## src/rtl/lcd_pkg.sv

```systemverilog
// ---------------------------------------------------------------------------
// lcd_pkg
// Shared definitions for the lcd_cmd_seq sequencer: FSM state encoding,
// HD44780 command codes, the fixed 4-bit initialisation list and the
// helpers that choose the post-issue wait for each byte.
// ---------------------------------------------------------------------------
package lcd_pkg;

   typedef enum logic [2:0] {
      PWRUP      = 3'd0,
      INIT_ISSUE = 3'd1,
      INIT_WAIT  = 3'd2,
      IDLE       = 3'd3,
      USR_ISSUE  = 3'd4,
      USR_WAIT   = 3'd5
   } state_t;

   localparam logic [7:0] CMD_CLEAR     = 8'h01;
   localparam logic [7:0] CMD_HOME      = 8'h02;
   localparam logic [7:0] CMD_FUNC_4BIT = 8'h28;
   localparam logic [7:0] CMD_DISP_ON   = 8'h0C;
   localparam logic [7:0] CMD_ENTRY_INC = 8'h06;
   localparam logic [7:0] WAKE_33       = 8'h33;
   localparam logic [7:0] WAKE_32       = 8'h32;

   localparam int INIT_LEN = 6;

   // Initialisation list, sent in order with rs=0.
   function automatic logic [7:0] init_rom(input logic [2:0] idx);
      logic [7:0] val;
      case (idx)
         3'd0:    val = WAKE_33;
         3'd1:    val = WAKE_32;
         3'd2:    val = CMD_FUNC_4BIT;
         3'd3:    val = CMD_DISP_ON;
         3'd4:    val = CMD_CLEAR;
         3'd5:    val = CMD_ENTRY_INC;
         default: val = CMD_ENTRY_INC;
      endcase
      return val;
   endfunction

   // Clear and home are the only commands needing the long execution wait;
   // a data byte with the same value is just a character.
   function automatic logic is_long_cmd(input logic rs, input logic [7:0] data);
      return (rs == 1'b0) && ((data == CMD_CLEAR) || (data == CMD_HOME));
   endfunction

endpackage

```

## src/rtl/lcd_wait_timer.sv

```systemverilog
// ---------------------------------------------------------------------------
// lcd_wait_timer
// Loadable down-counter that stops at zero.
// Ports:
//   clk, rst   clock, asynchronous active-high reset (count <- RST_VAL)
//   load       load load_val this cycle (takes priority over counting)
//   load_val   value to load (N-1 for an N-cycle wait)
//   zero       count currently reads zero
// ---------------------------------------------------------------------------
module lcd_wait_timer #(
   parameter int                CNT_W   = 18,
   parameter logic [CNT_W-1:0]  RST_VAL = {CNT_W{1'b0}}
) (
   input  logic             clk,
   input  logic             rst,
   input  logic             load,
   input  logic [CNT_W-1:0] load_val,
   output logic             zero
);

   logic [CNT_W-1:0] cnt_q;
   logic [CNT_W-1:0] cnt_d;

   // Next count: load, else decrement, holding at zero so it never wraps.
   always_comb begin
      cnt_d = cnt_q;
      if (load) begin
         cnt_d = load_val;
      end else if (cnt_q != {CNT_W{1'b0}}) begin
         cnt_d = cnt_q - {{(CNT_W-1){1'b0}}, 1'b1};
      end else begin
         cnt_d = cnt_q;
      end
   end

   // Count register.
   always_ff @(posedge clk or posedge rst) begin
      if (rst) begin
         cnt_q <= RST_VAL;
      end else begin
         cnt_q <= cnt_d;
      end
   end

   assign zero = (cnt_q == {CNT_W{1'b0}});

endmodule

```

## src/rtl/lcd_cmd_seq.sv

```systemverilog
// ---------------------------------------------------------------------------
// lcd_cmd_seq
// Command sequencer in front of lcd_ctrl. After reset it waits the LCD
// power-up time, sends the fixed 4-bit init list, then accepts user
// command/data bytes on a valid/ready handshake. lcd_ctrl has no busy flag,
// so every byte is followed by a fixed cycle wait chosen by its type.
// Ports:
//   clk, rst     clock, asynchronous active-high reset
//   char_valid   user byte available (held until accepted)
//   char_rs      user byte type: 1=data, 0=command
//   char_data    user byte
//   char_ready   sequencer accepts a user byte this cycle
//   init_done    init list complete, stays high until reset
//   rs, rw       to lcd_ctrl; rw is always 0 (write only)
//   datain       to lcd_ctrl, stable from one issue to the next
//   start        to lcd_ctrl, one-cycle pulse per byte
// ---------------------------------------------------------------------------
module lcd_cmd_seq
   import lcd_pkg::*;
#(
   parameter int POWERUP_CYCLES = 150000,
   parameter int CMD_CYCLES     = 500,
   parameter int CLEAR_CYCLES   = 16000,
   parameter int CNT_W          = 18
) (
   input  logic       clk,
   input  logic       rst,
   input  logic       char_valid,
   input  logic       char_rs,
   input  logic [7:0] char_data,
   output logic       char_ready,
   output logic       init_done,
   output logic       rs,
   output logic       rw,
   output logic [7:0] datain,
   output logic       start
);

   localparam logic [CNT_W-1:0] PWRUP_LOAD = CNT_W'(POWERUP_CYCLES - 1);
   localparam logic [CNT_W-1:0] CMD_LOAD   = CNT_W'(CMD_CYCLES - 1);
   localparam logic [CNT_W-1:0] CLEAR_LOAD = CNT_W'(CLEAR_CYCLES - 1);
   localparam logic [2:0]       LAST_IDX   = 3'(INIT_LEN - 1);

   state_t           state_q, state_d;
   logic [2:0]       idx_q, idx_d;
   logic             rs_q, rs_d;
   logic [7:0]       datain_q, datain_d;
   logic             start_q, start_d;
   logic             char_ready_q, char_ready_d;
   logic             init_done_q, init_done_d;

   logic             timer_load;
   logic [CNT_W-1:0] timer_val;
   logic             timer_zero;

   // Reset value covers the power-up wait, so PWRUP needs no explicit load.
   lcd_wait_timer #(
      .CNT_W   (CNT_W),
      .RST_VAL (PWRUP_LOAD)
   ) u_timer (
      .clk      (clk),
      .rst      (rst),
      .load     (timer_load),
      .load_val (timer_val),
      .zero     (timer_zero)
   );

   // Next-state and next-output logic. Outputs are computed one cycle ahead
   // so start/rs/datain/char_ready come straight from flops. The timer is
   // loaded on the ISSUE cycle, so the wait state then lasts exactly N cycles.
   always_comb begin
      state_d      = state_q;
      idx_d        = idx_q;
      rs_d         = rs_q;
      datain_d     = datain_q;
      start_d      = 1'b0;
      char_ready_d = char_ready_q;
      init_done_d  = init_done_q;
      timer_load   = 1'b0;
      timer_val    = CMD_LOAD;

      case (state_q)
         PWRUP: begin
            if (timer_zero) begin
               state_d  = INIT_ISSUE;
               rs_d     = 1'b0;
               datain_d = init_rom(idx_q);
               start_d  = 1'b1;
            end else begin
               state_d  = PWRUP;
            end
         end

         INIT_ISSUE: begin
            state_d    = INIT_WAIT;
            timer_load = 1'b1;
            timer_val  = is_long_cmd(rs_q, datain_q) ? CLEAR_LOAD : CMD_LOAD;
         end

         INIT_WAIT: begin
            if (timer_zero) begin
               if (idx_q == LAST_IDX) begin
                  state_d      = IDLE;
                  init_done_d  = 1'b1;
                  char_ready_d = 1'b1;
               end else begin
                  idx_d    = idx_q + 3'd1;
                  state_d  = INIT_ISSUE;
                  datain_d = init_rom(idx_q + 3'd1);
                  start_d  = 1'b1;
               end
            end else begin
               state_d = INIT_WAIT;
            end
         end

         IDLE: begin
            if (char_valid && char_ready_q) begin
               state_d      = USR_ISSUE;
               rs_d         = char_rs;
               datain_d     = char_data;
               start_d      = 1'b1;
               char_ready_d = 1'b0;
            end else begin
               state_d = IDLE;
            end
         end

         USR_ISSUE: begin
            state_d    = USR_WAIT;
            timer_load = 1'b1;
            timer_val  = is_long_cmd(rs_q, datain_q) ? CLEAR_LOAD : CMD_LOAD;
         end

         USR_WAIT: begin
            if (timer_zero) begin
               state_d      = IDLE;
               char_ready_d = 1'b1;
            end else begin
               state_d = USR_WAIT;
            end
         end

         default: begin
            // Illegal encoding: restart the whole power-up sequence.
            state_d      = PWRUP;
            idx_d        = 3'd0;
            rs_d         = 1'b0;
            datain_d     = 8'h00;
            char_ready_d = 1'b0;
            init_done_d  = 1'b0;
            timer_load   = 1'b1;
            timer_val    = PWRUP_LOAD;
         end
      endcase
   end

   // State and output registers; reset cuts a start pulse short immediately.
   always_ff @(posedge clk or posedge rst) begin
      if (rst) begin
         state_q      <= PWRUP;
         idx_q        <= 3'd0;
         rs_q         <= 1'b0;
         datain_q     <= 8'h00;
         start_q      <= 1'b0;
         char_ready_q <= 1'b0;
         init_done_q  <= 1'b0;
      end else begin
         state_q      <= state_d;
         idx_q        <= idx_d;
         rs_q         <= rs_d;
         datain_q     <= datain_d;
         start_q      <= start_d;
         char_ready_q <= char_ready_d;
         init_done_q  <= init_done_d;
      end
   end

   assign rs         = rs_q;
   assign rw         = 1'b0;
   assign datain     = datain_q;
   assign start      = start_q;
   assign char_ready = char_ready_q;
   assign init_done  = init_done_q;

endmodule

```

## config.mk

```make
export PLATFORM = sky130hd
export DESIGN_NAME = lcd_cmd_seq
export DESIGN_NICKNAME = d
export VERILOG_FILES = /design/src/rtl/lcd_pkg.sv /design/src/rtl/lcd_wait_timer.sv /design/src/rtl/lcd_cmd_seq.sv
export SDC_FILE = /design/constraint.sdc
export NUM_CORES = 1
export LEC_CHECK = 0
export CORE_MARGIN = 4
export CORE_UTILIZATION = 50
export CTS_CLUSTER_SIZE = 28
export DETAILED_ROUTE_END_ITERATION = 16
export PLACE_DENSITY_LB_ADDON = 0.3
export SYNTH_ARGS = -nofsm -noshare
export SYNTH_HDL_FRONTEND = slang
export SYNTH_SLANG_ARGS = --single-unit
export TNS_END_PERCENT = 100
```

## constraint.sdc

```tcl
create_clock -name clk -period 3.02 [get_ports clk]
set_clock_uncertainty 0.2 [all_clocks]
set_input_delay 0.453 -clock clk [delete_from_list [all_inputs] [get_ports clk]]
set_output_delay 0.453 -clock clk [all_outputs]
set_load 0.01 [all_outputs]
```

# Word-level counts from Yosys, hierarchy flattened

Cells that the tools add are included.

Register bits: 36
RAM bits: 0
Bits in read-only memories: 0
Bits in latches: 0
Memories: 0
Bits of input ports: 12
Output and inout bits: 13
Logic and storage cells: 91

Divide/modulo/power cells: 0
$mul: 0
Reductions and logical operators: 19
Mux-type cells: 34
Eq/ne operators: 23
$lt $le $gt $ge: 0
Bitwise operators: 5
Add/subtract/negate cells: 2
Shifts and indexed selects: 0

Operators by type and width:

| operator                                             | number |
|---|---|
| one-hot mux 6 bit (5 select lines)                   | 2 |
| 2-to-1 mux 18 bit                                    | 3 |
| 2-to-1 mux 8 bit                                     | 4 |
| one-hot mux 8 bit (4 select lines)                   | 1 |
| equality test 3 x 2 -> 1 bit (second input constant) | 6 |
| zero test 18 bit                                     | 1 |
| one-hot mux 3 bit (6 select lines)                   | 1 |
| nonzero test 18 bit                                  | 1 |
| subtractor 18 x 1 -> 18 bit (second input constant)  | 1 |
| equality test 3 bit (second input constant)          | 5 |
| 2-to-1 mux 3 bit                                     | 5 |
| 2-to-1 mux 14 bit                                    | 1 |
| != test 2 bit (second input constant)                | 6 |
| 2-to-1 mux 1 bit                                     | 11 |
| AND reduction 5 bit                                  | 2 |
| equality test 3 x 1 -> 1 bit (second input constant) | 3 |
| zero test 3 bit                                      | 3 |
| AND reduction 3 bit                                  | 3 |
| equality test 8 x 1 -> 1 bit (second input constant) | 1 |
| equality test 8 x 2 -> 1 bit (second input constant) | 1 |
| OR reduction 4 bit                                   | 2 |
| one-hot mux 1 bit (3 select lines)                   | 2 |
| one-hot mux 3 bit (2 select lines)                   | 1 |
| OR reduction 3 bit                                   | 2 |
| other kinds (10)                                     | 15 |

# Longest topological paths before layout

Gate-level depths: netlist (run 1).

Word-level depth: 6
Gate-level depth with buffers: 9
Mapped depth without buffers: 7

# By module

A second synthesis (run 1) with hierarchy kept.

Cell total of the unflattened synthesis: 265
Area, all modules: 2408.6 um^2

Modules (own cells, without submodules):

| module         | sequential area each (um^2) | area each (um^2) | cells an instance | times used |
|---|---|---|---|---|
| lcd_cmd_seq    | 450.4                       | 1343.8           | 155               | 1 |
| lcd_wait_timer | 464.2                       | 1064.8           | 110               | 1 |

# Least setup slack after synthesis (run 1)

OpenSTA, ideal clock, no wires.

Path type: register to register
Start: register u_timer.cnt_q[0]
End: register datain_q[5], in the netlist datain[5]
Setup time: 0.125 ns
Arrival time: 2.276 ns
Period minus slack after synthesis: 2.601 ns
Setup slack: 0.419 ns
Required time: 2.695 ns
Stages on the path, launching flop included: 9
Buffers on the path: 1
Cell sequence: dfstp_2 -> inv_1 -> ha_1 -> or3b_4 -> or3_1 -> buf_6 -> o41ai_4 -> o21ai_4 -> mux2_4

Word-level cells in the longest chain between the ends: 3
Elaborated cells between the ends (all ways): 4
Those cells by class: eq/ne (2); reduce/logical (2)

RTL lines:

| item                              | RTL line             | source |
|---|---|---|
| start, declared                   | lcd_wait_timer.sv:21 | `logic [CNT_W-1:0] cnt_q;` |
| start signal, assigned            | lcd_wait_timer.sv:41 | `cnt_q <= cnt_d;` |
| zero test 18 bit (*)              | lcd_wait_timer.sv:45 | `assign zero = (cnt_q == {CNT_W{1'b0}});` |
| != test 2 bit (no line)           | -                    |  |
| AND reduction 5 bit (no line) (*) | -                    |  |
| end signal, assigned              | lcd_cmd_seq.sv:172   | `datain_q <= datain_d;` |
| end, declared                     | lcd_cmd_seq.sv:47    | `logic [7:0] datain_q, datain_d;` |

Every way passes the cells marked *; elsewhere a longest branch is shown, timed or not.
A chain may end at the register's enable or synchronous reset.

# Final worst setup path (run 1)

Start: register u_timer.cnt_q[0]
End: register datain_q[1], in the netlist datain[1]

The elaborated chain is that of the path after synthesis.

==> impl_metrics.tcl, run 1 <==
set metrics [dict create \
    regArea_um2 914.6 \
    hold_ws_ps 348.3 \
    h-tree-depth 2 \
    synth_top_family_by_area "simple AND/OR/NAND/NOR gates" \
    worst_pin_slew_ps 999.1 \
    vias 1900 \
    drv_slew 0 \
    period_share_pct 92.17 \
    cts_root_buf "clkbuf_8" \
    p_total_w 0.0008648 \
    crit_buf_inv 1 \
    finalNetCount 291 \
    avgSynthCellArea_um2 9.209 \
    async_flop_share_pct 100.0 \
    fmax_mhz 359.2 \
    hpwl_um 3703 \
    hold_buffers 0 \
    netlist_instances 247 \
    cap_violations 0 \
    first_pass_iters 4 \
    wl_per_cell_um 16.13 \
    antenna_cells 0 \
    hold_class "reg -> reg" \
    gp_congestion 0.8046 \
    syn2layout_area_growth_pct 16.06 \
    num_rows 24 \
    cts_made_buffers 5 \
    fin_tns_setup_ps 0 \
    grt_util_all_layers_pct 19.58 \
    drive_gt1_share_pct 11.81 \
    yosysUniqueCellTypes 51 \
    synth_ff_type "dfrtp_1" \
    synth-xor-area-share_pct 6.161 \
    yosys.area_share.adder_pct 4.950 \
    layout_commonest_cell "nor2_1" \
    multi_input_area_mm2 0.001257 \
    first_iter_violations 154 \
    slew_headroom_pct 32.92 \
    initial_core_util_pct 51.88 \
    drc_errors 0 \
    synth_nets 268 \
    yosysSeqAreaShare_pct 40.21 \
    finalSetupViolations 0 \
    mappedNetlistArea_mm2 0.002275 \
    critPathLaunchType "register" \
    io_buffers 23 \
    end_kind "register" \
    grt_pass1_wl_um 8576 \
    synth_compound_area_share_pct 18.54 \
    clk_pin_slew_ps 70 \
    critical_path_required_ps 2990 \
    critPathKind "reg -> reg" \
    grt_pass1_vias 1727 \
    hold_viol 0 \
    die_w_um 75.45 \
    coreArea_mm2 0.004384 \
    fin_cells 323 \
    insertion_delay_ps 290 \
    cts.sinks 36 \
    dp_cells 315 \
    rsz0062_at_grt "no" \
    slowest_stage "or3_1" \
    routed_wl_um 5210 \
    antenna_found_initial 0 \
    path_max_fanout 8 \
    cts_setup_buffers 0 \
    powerDensity_mw_per_mm2 327.6 \
    cts_buffer_depth 2 \
    synthSimpleGateAreaFrac_pct 19.25 \
    yosys_warnings 0 \
    cts_resized 0 \
    viasPerCell 5.882 \
    fp.dieH_um 75.45 \
    grt_overflow 0 \
    die_area_mm2 0.005693 \
    io_pins 25 \
    layout_common_cells "nor2_1, dfrtp_1, clkdlybuf4s50_1, nand2_1, a21oi_1" \
    antenna_left 0 \
    synthMuxAreaShare_pct 6.216 \
    leakage_nw 1.144 \
    grt_max_degree 37 \
    synth_edf_count 0 \
    cp.arrival_ps 2760 \
    ys_seq_elements 36 \
    max_stage_delay_ps 520 \
    fill_cells 387 \
    status "finished clean" \
    fin_util_pct 60.22 \
    cts_tree "built" \
    peakVddDrop_mv 0.2961 \
    layout_min_cycle_time_ps 2784 \
    crit_family "simple AND/OR/NAND/NOR gates" \
    worstPathCellList "inv_1 > ha_1 > or3b_4 > or3_1 > nor3_1 > o21ai_4 > mux2_4" \
]
==> registers in the layout, summed over array words and instances, names as in the netlist <==
| name | count |
|---|---|
| rs | 1 |
| start | 1 |
| u_timer.cnt_q | 18 |
| datain | 8 |
| char_ready | 1 |
| state_q | 3 |
| idx_q | 3 |
| init_done | 1 |
==> logic make-up after synthesis <==
logic type                 Yosys count
AOI/OAI and AO/OA                   61
and+or+nand+nor                     89
muxes                               11
adders and majority gates            9
buffers and inverters               24
DFF                                 36
xor gates and xnor gates            16
other                                1
==> final timing paths <==
kind                                   start                 to  slack (ps)  cells past startpoint
min                        u_timer.cnt_q[17]  u_timer.cnt_q[17]         350                      2
max in group asynchronous                rst  u_timer.cnt_q[17]        1880                      3
max                         u_timer.cnt_q[0]          datain[1]         240                      7
min reg2reg                u_timer.cnt_q[17]  u_timer.cnt_q[17]         350                      2
min in group asynchronous                rst          datain[2]         370                      3
max reg2reg                 u_timer.cnt_q[0]          datain[1]         240                      7
==> metal layers <==
metal	vias up	GRT usage (%)	routed length (um)
li1	930	-	-
met2	51	27.42	2345
met3	2	6.069	293
met1	917	30.05	2555
met5	-	0	0
met4	0	3.107	15
==> cells in the mapped netlist, types with 2 or more instances <==
library cell	n	area share [%]
nor2_1	26	4.3
dfrtp_1	25	28
nand2_1	22	3.6
a21oi_1	16	3.5
o21ai_0	14	3.1
inv_1	12	2.0
dfstp_2	11	13
clkbuf_1	9	1.5
ha_1	9	5.0
xor2_1	9	3.5
nor3_1	8	1.8
xnor2_1	7	2.7
mux2_4	6	4.0
nand3_1	6	1.3
nor4_1	6	1.7
a31oi_1	4	1.1
mux2i_1	4	1.8
o22ai_1	4	1.1
a21boi_0	3	0.99
and2_1	3	0.83
nor4b_1	3	1.2
o211ai_1	3	0.99
or3_1	3	0.83
a22o_1	2	0.77
a32o_1	2	0.88
and3_1	2	0.55
nor2b_1	2	0.55
o31a_1	2	0.77
or4_1	2	0.66
==> report_power, final <==
group          leakage [nW]  internal [W]  switching, W
combinational         0.660     0.0000134     0.0000123
clock                0.0455      0.000186      0.000170
sequential            0.439      0.000483             0
total                  1.14      0.000682      0.000183
==> worst reg2reg max path, stage by stage, from the launching register on <==
cell and delay [ps]:
dfstp_2 390, inv_1 70, ha_1 180, or3b_4 410
or3_1 520, nor3_1 380, o21ai_4 180, mux2_4 330
==> cell type report <==
cell class	count	area share, %
Multi-Input combinational cell	187	47.63
Sequential cell	36	34.64
Timing Repair Buffer	28	10.14
Clock buffer	8	3.412
Tap cell	52	2.464
Inverter	12	1.706
==> metrics by stage <==
| step | setup WS (ps) | instance area [um2] |
|---|---|---|
| 6_report | 236.4 | 2640 |
| 2_1_floorplan | 419.3 | 2275 |
| 3_5_place_dp | 256.8 | 2550 |
| 4_1_cts | 243.6 | 2640 |
| 3_3_place_gp | 314.4 | 2550 |
| 5_1_grt | 121.5 | 2640 |
(Power assumes the default switching activity.)
==> run 2, diff against run 1 <==
CORE_MARGIN = unset   (was 4)
==> impl_metrics.tcl, run 2 (synthesis gave the netlist of run 1 again) <==
set metrics [dict create \
    status "finished clean" \
    cap_violations 0 \
    routed_wl_um 4967 \
    coreArea_mm2 0.004354 \
    grt-busiest-layer "met1" \
    gp_congestion 0.8485 \
    gr-usage-met3_pct 4.797 \
    internal_power_w 0.0006780 \
    power_frac_seq_pct 56.0 \
    vias 1878 \
    cts_buffer_depth 2 \
    die_area_mm2 0.004823 \
    reg2reg_depth 7 \
    drive_gt1_share_pct 12.55 \
    syn2layout_area_growth_pct 16.17 \
    largest_register_ffs 18 \
    hold_buffers 0 \
    rsz0062_at_grt "no" \
    cts_setup_buffers 0 \
    grtUsageMet1_pct 32.80 \
    end_kind "register" \
    grt_overflow 0 \
    hold_path_depth 2 \
    largest_register "u_timer.cnt_q" \
    initial_core_util_pct 52.24 \
    viasPerCell 5.814 \
    p_comb_share_pct 2.9 \
    p_sw_w 0.0001835 \
    grt_max_degree 37 \
    layout_min_cycle_time_ps 2802 \
    slowest_stage "or3_1" \
    cts_root_buf "clkbuf_8" \
    grtUsageMet2_pct 32.15 \
    max_stage_delay_ps 520 \
    cp.arrival_ps 2780 \
    fp.dieH_um 69.45 \
    layout_common_cells "nor2_1, dfrtp_1, clkdlybuf4s50_1, nand2_1, a21oi_1" \
    cts_tree "built" \
    wl_per_cell_um 15.38 \
    grt_pass1_wl_um 8487 \
    antenna_left 0 \
    cts_resized 0 \
    drv_slew 0 \
    final_area_mm2 0.002643 \
    num_rows 24 \
    clk_pin_slew_ps 70 \
    worst_pin_slew_ps 925.5 \
    clkPwrFrac_pct 41.0 \
    insertion_delay_ps 290 \
    grt_pass1_vias 1762 \
    path_max_fanout 8 \
    fin_tns_setup_ps 0 \
    critPathLaunchType "register" \
    worstPathCellList "inv_1 > ha_1 > or3b_4 > or3_1 > o41ai_4 > o21ai_4 > mux2_4" \
    cts.sinks 36 \
    drc_errors 0 \
    antenna_cells 0 \
    power.share.switching_pct 21.30 \
    fmax_mhz 356.9 \
    hold_class "reg -> reg" \
    io_pins 25 \
    die_w_um 69.45 \
    powerDensity_mw_per_mm2 326.0 \
    first_pass_iters 4 \
    period_share_pct 92.79 \
    hpwl_um 3572 \
    finalSetupViolations 0 \
    p_total_w 0.0008615 \
    peakVddDrop_mv 0.2271 \
    leakage_nw 1.149 \
    antenna_found_initial 0 \
    place_area_mm2 0.002550 \
    grt_util_all_layers_pct 22.13 \
    critical_path_required_ps 3000 \
    io_buffers 23 \
    first_iter_violations 125 \
    h-tree-depth 2 \
    slew_headroom_pct 37.85 \
    critPathKind "reg -> reg" \
    finalNetCount 291 \
    hold_viol 0 \
    layout_commonest_cell "nor2_1" \
    cts_made_buffers 5 \
]
## run 2: changes by cell type in the layout (fill, tap and decap cells not counted)
cell / change
clkinv_2: +2
clkbuf_1: -2
## run 2: worst paths after layout
path / endpoint / slack (ps) / start
setup / recovery: datain[5] / 220 / u_timer.cnt_q[0]
max in group asynchronous: u_timer.cnt_q[3] / 1900 / rst
hold reg to reg: u_timer.cnt_q[17] / 340 / u_timer.cnt_q[17]
min in group asynchronous: datain[0] / 350 / rst
hold / removal: u_timer.cnt_q[17] / 340 / u_timer.cnt_q[17]
setup reg to reg: datain[5] / 220 / u_timer.cnt_q[0]
## run 2: power groups by stage
| stage | Combinational [W] | Sequential, W | Clock [W] |
|---|---|---|---|
| 3_3_place_gp | 0.0000264 | 0.000491 | 0 |
| 5_1_grt | 0.0000285 | 0.000482 | 0.000384 |
| 4_1_cts | 0.0000261 | 0.000483 | 0.000361 |
| 2_1_floorplan | 0.00000855 | 0.000491 | 0 |
| 6_report | 0.0000253 | 0.000483 | 0.000354 |
| 3_5_place_dp | 0.0000261 | 0.000491 | 0 |
## run 2: area by class of cell
class,count,area [um2]
clock buffers,6,82.58
clock inverters,2,10.01
fillers,370,1712
inverters,12,45.04
multi-input cells,187,1257
flip-flops and latches,36,914.6
well taps,52,65.06
repair buffers,28,267.8
## run 2: worst max-delay path: cells and delay by family (launching register included)
family,cells,cell delay [ps]
DFF,1,390
AOI/OAI and AO/OA,2,570
adders and majority gates,1,190
and+or+nand+nor,2,940
muxes,1,330
buffers and inverters,1,70
## run 2: through the flow
stage / setup slack, ps / hold slack (ps) / utilization (%) / instances
6_report: 217.9 / 343.1 / 60.69 / 323
5_1_grt: 114.1 / 367.8 / 60.69 / 323
4_1_cts: 227.4 / 348.0 / 60.69 / 323
3_5_place_dp: 236.4 / 326.3 / 58.56 / 315
3_3_place_gp: 311.6 / 326.9 / 58.56 / 315
2_1_floorplan: 419.3 / 300.8 / - / 247
## run 2: routing by layer
layer,routed length [um],up-vias
li1,-,928
met1,2549,897
met2,2147,45
met3,197,8
met4,73,0
met5,0,-
